--- src/rtl/pc_sequencer_pkg.sv ---
// Shared constants for the pc_sequencer block: FSM encoding, default vectors, PC source select.
// The return-address stack is compiled in only when PC_SEQ_RAS_EN is defined.
package pc_sequencer_pkg;

  localparam logic [1:0] ST_FETCH   = 2'b00;
  localparam logic [1:0] ST_DECODE  = 2'b01;
  localparam logic [1:0] ST_EXEC    = 2'b10;
  localparam logic [1:0] ST_ILLEGAL = 2'b11;

  localparam logic [7:0] DEF_RESET_VEC = 8'h00;
  localparam logic [7:0] DEF_INT_VEC   = 8'hF0;

  typedef enum logic [2:0] {
    SRC_HOLD,
    SRC_INC,
    SRC_INT,
    SRC_POP,
    SRC_TGT
  } pc_src_e;

  // Sequencing of the three-phase instruction cycle; the unused code recovers to FETCH.
  function automatic logic [1:0] next_state(input logic [1:0] cur,
                                            input logic       imem_ready,
                                            input logic       stall);
    logic [1:0] nxt;
    nxt = cur;
    case (cur)
      ST_FETCH:   nxt = imem_ready ? ST_DECODE : ST_FETCH;
      ST_DECODE:  nxt = ST_EXEC;
      ST_EXEC:    nxt = stall ? ST_EXEC : ST_FETCH;
      ST_ILLEGAL: nxt = ST_FETCH;
      default:    nxt = ST_FETCH;
    endcase
    return nxt;
  endfunction

endpackage

--- src/rtl/pc_sequencer_pc_incr.sv ---
// Program counter incrementer; the only place pc+1 is formed, wrapping modulo 2^PC_W.
// Used by pc_sequencer regardless of PC_SEQ_RAS_EN.
module pc_incr #(
  parameter int PC_W = 8
) (
  input  logic [PC_W-1:0] pc_i,
  output logic [PC_W-1:0] pc_o
);

  assign pc_o = pc_i + PC_W'(1);

endmodule

--- src/rtl/pc_sequencer.sv ---
// Fetch/decode/execute program counter sequencer with optional return-address stack.
// Define PC_SEQ_RAS_EN to build the stack; otherwise call acts as jmp and ret as increment.
module pc_sequencer
  import pc_sequencer_pkg::*;
#(
  parameter int              PC_W      = 8,
  parameter logic [PC_W-1:0] RESET_VEC = PC_W'(DEF_RESET_VEC),
  parameter logic [PC_W-1:0] INT_VEC   = PC_W'(DEF_INT_VEC),
  parameter int              RAS_DEPTH = 4
) (
  input  logic            clk,
  input  logic            rst_n,
  input  logic            imem_ready,
  input  logic            stall,
  input  logic            br_taken,
  input  logic            jmp,
  input  logic            call,
  input  logic            ret,
  input  logic [PC_W-1:0] target,
  input  logic            irq,
  output logic [PC_W-1:0] pc,
  output logic            fetch_req,
  output logic            ir_load,
  output logic [1:0]      state,
  output logic            ras_err
);

  logic [1:0]      state_q, state_d;
  logic [PC_W-1:0] pc_q, pc_d;
  logic [PC_W-1:0] pc_inc;
  logic [PC_W-1:0] pop_pc;
  logic            exec_go;
  pc_src_e         pc_src;

  pc_incr #(.PC_W(PC_W)) u_pc_incr (
    .pc_i (pc_q),
    .pc_o (pc_inc)
  );

  assign state_d = next_state(state_q, imem_ready, stall);
  assign exec_go = (state_q == ST_EXEC) && !stall;

`ifdef PC_SEQ_RAS_EN
  localparam int IDX_W = (RAS_DEPTH > 1) ? $clog2(RAS_DEPTH) : 1;
  localparam int SP_W  = IDX_W + 1;

  logic [PC_W-1:0] ras_mem_q [RAS_DEPTH];
  logic [SP_W-1:0] sp_q, sp_d;
  logic            ras_err_q, ras_err_d;
  logic            ras_full, ras_empty;
  logic            push_req, pop_req, push_ok, pop_ok;
  logic [IDX_W-1:0] top_idx;

  assign ras_full  = (sp_q == SP_W'(RAS_DEPTH));
  assign ras_empty = (sp_q == '0);
  assign push_ok   = push_req && !ras_full;
  assign pop_ok    = pop_req && !ras_empty;
  assign top_idx   = IDX_W'(sp_q - SP_W'(1));
  assign pop_pc    = ras_mem_q[top_idx];

  always_comb begin
    pc_src   = SRC_HOLD;
    push_req = 1'b0;
    pop_req  = 1'b0;
    if (exec_go) begin
      if (irq) begin
        pc_src   = SRC_INT;
        push_req = 1'b1;
      end else if (ret) begin
        pop_req = 1'b1;
        // An empty stack falls through to sequential execution.
        if (ras_empty) pc_src = SRC_INC;
        else           pc_src = SRC_POP;
      end else if (call) begin
        pc_src   = SRC_TGT;
        push_req = 1'b1;
      end else if (jmp || br_taken) begin
        pc_src = SRC_TGT;
      end else begin
        pc_src = SRC_INC;
      end
    end
  end

  always_comb begin
    sp_d = sp_q;
    if (push_ok)     sp_d = sp_q + SP_W'(1);
    else if (pop_ok) sp_d = sp_q - SP_W'(1);
  end

  assign ras_err_d = ras_err_q | (push_req && ras_full) | (pop_req && ras_empty);

  always_ff @(posedge clk or negedge rst_n) begin
    if (!rst_n) begin
      sp_q      <= '0;
      ras_err_q <= 1'b0;
    end else begin
      sp_q      <= sp_d;
      ras_err_q <= ras_err_d;
    end
  end

  // Entries need no reset: the pointer alone defines what is valid, and reset forces FETCH so no push can land.
  always_ff @(posedge clk) begin
    if (push_ok) ras_mem_q[sp_q[IDX_W-1:0]] <= pc_inc;
  end

  assign ras_err = ras_err_q;
`else
  logic unused_ret;
  assign unused_ret = ret;

  always_comb begin
    pc_src = SRC_HOLD;
    if (exec_go) begin
      if (irq)                           pc_src = SRC_INT;
      else if (call || jmp || br_taken)  pc_src = SRC_TGT;
      else                               pc_src = SRC_INC;
    end
  end

  assign pop_pc  = pc_inc;
  assign ras_err = 1'b0;
`endif

  always_comb begin
    pc_d = pc_q;
    case (pc_src)
      SRC_INC:  pc_d = pc_inc;
      SRC_INT:  pc_d = INT_VEC;
      SRC_POP:  pc_d = pop_pc;
      SRC_TGT:  pc_d = target;
      default:  pc_d = pc_q;
    endcase
  end

  always_ff @(posedge clk or negedge rst_n) begin
    if (!rst_n) begin
      state_q <= ST_FETCH;
      pc_q    <= RESET_VEC;
    end else begin
      state_q <= state_d;
      pc_q    <= pc_d;
    end
  end

  assign pc        = pc_q;
  assign state     = state_q;
  assign fetch_req = (state_q == ST_FETCH);
  // Gated by rst_n so no load strobe escapes while reset is held.
  assign ir_load   = fetch_req && imem_ready && rst_n;

endmodule

--- config.mk ---
export PLATFORM = sky130hd
export DESIGN_NAME = pc_sequencer
export DESIGN_NICKNAME = d
export VERILOG_FILES = /design/src/rtl/pc_sequencer_pkg.sv /design/src/rtl/pc_sequencer_pc_incr.sv /design/src/rtl/pc_sequencer.sv
export SDC_FILE = /design/constraint.sdc
export NUM_CORES = 1
export LEC_CHECK = 0
export CORE_UTILIZATION = 31
export DETAILED_ROUTE_END_ITERATION = 10
export PLACE_DENSITY_LB_ADDON = 0.2
export RECOVER_POWER = 25
export SLEW_MARGIN = 20
export SYNTH_ARGS = -nofsm -noshare
export SYNTH_HDL_FRONTEND = slang
export SYNTH_SLANG_ARGS = --single-unit
--- constraint.sdc ---
create_clock -name clk -period 1.5 [get_ports clk]
set_input_delay 0.3 -clock clk [delete_from_list [all_inputs] [get_ports clk]]
set_output_delay 0.3 -clock clk [all_outputs]
set_load 0.005 [all_outputs]
* After elaboration in Yosys (flattened, before gate mapping) *
Cells that the tools add are included.

word-level totals
  memories kept = 0
  RAM bits = 0
  bits in read-only memories = 0
  word-level logic and storage cells = 26
  input port bits = 17
  flip-flop bits (word level) = 10
  bits in latches = 0
  output and inout port bits = 13

cells by class
  equality and inequality tests = 7
  $add $sub $neg = 1
  order comparisons = 0
  reductions and logical operators = 9
  multipliers = 0
  divide/modulo/power cells = 0
  bitwise gates (word level) = 0
  mux-type cells = 7
  shift operators = 0

operators by type and width
  kind                                                 number
  case mux 8 bit (3 select lines)                      1
  2-to-1 mux 3 bit                                     3
  adder 8 x 1 -> 8 bit, second input constant          1
  case mux 2 bit (4 select lines)                      1
  equality test 3 x 2 -> 1 bit, second input constant  2
  equality test 2 bit, second input constant           2
  equality test 3 x 1 -> 1 bit, second input constant  1
  equality test 3 bit, second input constant           1
  logical AND 1 bit                                    3
  nonzero test 3 bit                                   1
  equality test 2 x 1 -> 1 bit, second input constant  1
  logical NOT 2 bit                                    1
  logical OR 1 bit                                     2
  2-to-1 mux 2 bit                                     1
  OR reduction 2 bit                                   1
  logical NOT 1 bit                                    1
  2-to-1 mux 1 bit                                     1

* Depth between registers and ports, before layout *
  depth in word-level cells = 8
  depth in mapped cells = 5
  gate-level depth less buffers = 5

* Cells and area by module *
Synthesis repeated with hierarchy kept, for this count alone.

second synthesis, totals
  cell total of the unflattened synthesis = 62
  area, all modules = 605.6 µm²

modules (own cells, without submodules)
  module        cells an instance  times used  seq. area each (µm²)  area each (µm²)
  pc_sequencer  46                 1           250.2                 489.2
  pc_incr       16                 1           0.0                   116.4

* Least setup slack after synthesis *
OpenSTA, ideal clock, no wires.

  kind = register to register
  start = register state_q[0] (netlist: state[0])
  end = register pc_q[7] (netlist: pc[7])
  cell stages (with the launch flop) = 5
  data arrival time = 1151 ps
  clock period less this slack = 1292 ps
  buffers on the path = 0
  required time = 1359 ps
  setup time = 141 ps
  path slack = 208 ps
  path through = dfrtp_1 nor3b_4 nand2b_2 o32ai_1 a21oi_1

between the ends
  word-level cells in the longest chain between the ends = 6
  elaborated cells between the ends (all ways) = 10
  those cells by class = eq/ne: 5; mux: 2; reduce/logical: 3

ends and longest elaborated chain
  element                                                                              RTL line             RTL
  start, declared                                                                      pc_sequencer.sv:28   logic [1:0] state_q, state_d;
  start signal, assigned                                                               pc_sequencer.sv:142  state_q <= state_d;
  equality test 2 bit *                                                                pc_sequencer.sv:41   assign exec_go = (state_q == ST_EXEC) && !stall;
  logical AND 1 bit *                                                                  pc_sequencer.sv:41
  2-to-1 mux 3 bit *                                                                   pc_sequencer.sv:115  if (exec_go) begin
  equality test 3 x 2 -> 1 bit / equality test 3 x 1 -> 1 bit (equally long branches)  pc_sequencer.sv:128  case (pc_src)
  OR reduction 2 bit (no source line)                                                  -
  case mux 8 bit (3 select lines) / nonzero test 3 bit (equally long branches)         -
  end signal, assigned                                                                 pc_sequencer.sv:143  pc_q <= pc_d;
  end, declared                                                                        pc_sequencer.sv:29   logic [PC_W-1:0] pc_q, pc_d;

Mark *: on every way between the ends. The rest lies on a longest branch, timed or not.
A chain may end at the register's enable or synchronous reset.

* Worst setup path in the final report *
  start = register state_q[1] (netlist: state[1])
  end = output port ir_load

between the ends
  word-level cells in the longest chain between the ends = 3

ends and longest elaborated chain
  element                         RTL line             RTL
  logical NOT 2 bit               pc_sequencer.sv:149  assign fetch_req = (state_q == ST_FETCH);
  logical AND 1 bit (2 in a row)  pc_sequencer.sv:151  assign ir_load = fetch_req && imem_ready && rst_n;
  end, declared                   pc_sequencer.sv:23   output logic ir_load,

Every way passes these cells.

==> summary.md <==
| Metric | Value |
|---|---|
| GRT overflow | `0` |
| GP Congestion | `0.8636` |
| CTS tree | `done` |
| Crit Path Class | `flip-flop to output port` |
| Syn Area/Cell | `9.284 um^2` |
| Worst skew pair latency | `0.27 ns` |
| Crit path max fanout | `2` |
| Peak supply drop | `1048 uV` |
| FF-to-FF setup slack | `0.13 ns` |
| Critical path required time | `1.20 ns` |
| Clk buf depth | `2` |
| Setup crit start kind | `flip-flop` |
| Post-DR wirelength/cell | `11.85 um` |
| Arrival @ worst endpoint | `1.16 ns` |
| Slew Limit Fails | `0` |
| Overall Global Routing Usage | `0.1749` |
| Mapped cell area | `640.6 um^2` |
| Die Footprint | `2252 um^2` |
| CP endpoint kind | `output port` |
| Total CTS buffers | `3` |
| Distinct cells, synth | `32` |
| Synth cell count leaders | `10 x dfrtp_1, 7 x a21oi_1, 6 x nand2_1` |
| PortBufs | `27` |
| DP Area | `1046 um^2` |
| Final setup viols | `0` |
| Synth-to-Final Area Change | `77.73%` |
| Crit share post-route | `0.9747` |
| First DRT Iteration DRCs | `9` |
| Sequential group share of total power | `0.296` |
| Routed via count | `712` |
| Seq/Total Area, Yosys | `0.3906` |
| Max-Cap Viols | `0` |
| Post-Layout Inst Area | `1139 um^2` |
| Final hold vios | `0` |
| Outcome | `completed` |
| # hold bufs at CTS | `0` |
| Remaining DRCs | `0` |
| Final nets | `139` |
| DR pass1 iterations | `4` |
| Clk slew on worst S/H paths | `0.08 ns` |
| Top FF cell, synth | `dfrtp_1` |
| Switch Pwr | `0.0005288 W` |
| Layout cell share with drive strength beyond 1 | `0.3333` |
| Number of synthesized flops with an enable pin | `0` |
| H-tree Lvls | `1` |
| Hold Slack | `0.1251 ns` |
| Core area | `1962 um^2` |
| Mapped Nets | `87` |
| Syn Inst Count | `69` |
| Via density | `4.844` |
| Antenna Cells | `0` |
| Sw frac | `0.3329` |
| Largest net degree at the start of global routing | `11` |
| Pwr Density | `1395 nW/um^2` |
| Fillers | `200` |
| Die Width | `47.46 um` |
| Internal power | `0.001060 W` |
| Max Clock Skew | `0.007329 ns` |
| Logic gate share of total power | `0.546` |
| Synth area leaders | `dfrtp_1 39%, mux2i_1 6.3%, a21oi_1 5.5%` |
| Antenna-violating nets left | `0` |
| Clk pwr share | `0.158` |
| RSZ-0062 raised after global routing | `true` |
| First-pass GRT wire length | `2649 um` |
| Root buffer cell | `clkbuf_4` |
| Vias in the first global route | `629` |
| Highest Clock Rate | `684.0 MHz` |
| Setup TNS | `0 ns` |
| Post-route minimum period | `1.462 ns` |
| CTS sink cnt | `10` |
| Leading area contributor after synthesis | `dfrtp_1` |
| Starting density of the core | `0.3265` |
| Synth top area share | `0.3906` |
| Yosys reg bits | `10` |
| Leakage Power | `0.4953 nW` |
| Cell row count | `16` |
| Antenna violations before repair | `0` |
| Final WS setup | `0.03799 ns` |
| Boundary pin count | `30` |
| DP Wirelength | `1330 um` |
| Count leader, synth | `dfrtp_1` |
| Synthesis Warnings | `0` |
| Hold Crit Class | `primary input to asynchronous set/reset pin` |
| Ys async rst share | `1.000` |
| Total Routed Length | `1742 um` |
| Place WS | `-0.2760 ns` |
| Die Ht | `47.46 um` |
[through the flow]
step	instances	util	power, W
final	147	0.5804	0.001589
after global routing	147	0.5804	0.001723
after CTS	147	0.5727	0.001587
after detailed placement	137	0.5332	0.001248
after global placement	137	0.5332	0.001233
after floorplan	69	-	0.0007725
[final timing paths]
kind                           from       to  depth (start not counted)
max in group asynchronous     rst_n    pc[0]                          2
hold reg to reg               pc[5]    pc[5]                          2
hold / removal                rst_n    pc[5]                          2
setup reg to reg           state[0]    pc[7]                          5
min in group clk              pc[5]    pc[5]                          2
setup / recovery           state[1]  ir_load                          3
[logic make-up (layout without fill, tap and decap cells)]
group,Yosys count,count (layout),synth area share
AOI/OAI and AO/OA,19,19,0.1738
adders and majority gates,1,1,0.01953
buffers and inverters,5,56,0.04688
DFF,10,10,0.3906
muxes,4,4,0.06250
other,1,1,0.005854
and+or+nand+nor,29,29,0.3008
[cell type report]
class                           instances  area [um^2]  area share
Tap cell                               27        33.78     0.02967
Inverter                                3        11.26    0.009890
Clock buffer                            4        36.28     0.03187
Timing Repair Buffer                   49        431.7      0.3791
Sequential cell                        10        252.7      0.2220
Multi-Input combinational cell         54        372.9      0.3275
[cells in the final DEF, fill, tap and decap left out, drive strengths merged, types with 2 or more instances in the layout]
cell type,n
clkbuf,4
clkdlybuf4s50,21
dfrtp,10
and3,2
a21oi,8
nand2,6
nor2,4
nor3b,2
o22ai,2
nor3,5
buf,22
inv,3
mux2i,4
o21ai,6
nor4,2
dlygate4sd2,5
nand4,2
[power groups by stage]
stage	Combinational [W]	Sequential [W]	Clock, W
after floorplan	0.000237	0.000536	0
after global placement	0.000702	0.000532	0
after detailed placement	0.000715	0.000533	0
after CTS	0.000864	0.000468	0.000255
after global routing	0.000967	0.000489	0.000267
final	0.000867	0.000470	0.000251
[registers in the layout, summed over array words and instances, names as in the netlist]
register  flops
pc            8
state         2
[critical path, cell delays in order, from the launching register on]
cell	delay [ns]
dfrtp_1	0.39
nor2_2	0.12
and3_1	0.15
dlygate4sd2_1	0.23
[metal layers]
metal,vias up,global-route usage,part of all wire
met1,325,0.2140,0.47
li1,362,-,-
met2,21,0.3014,0.48
met5,-,0,0
met4,0,0.08571,0.011
met3,4,0.02264,0.040
[repair_timing]
action                                  in CTS  in global routing
cloned                                       0                  0
pin swaps                                    2                  0
resized for setup                            7                  5
endpoints found under the setup margin      10                  4
buffers inserted                             6                  0
Note: power is estimated with default switching activity, not from simulation.
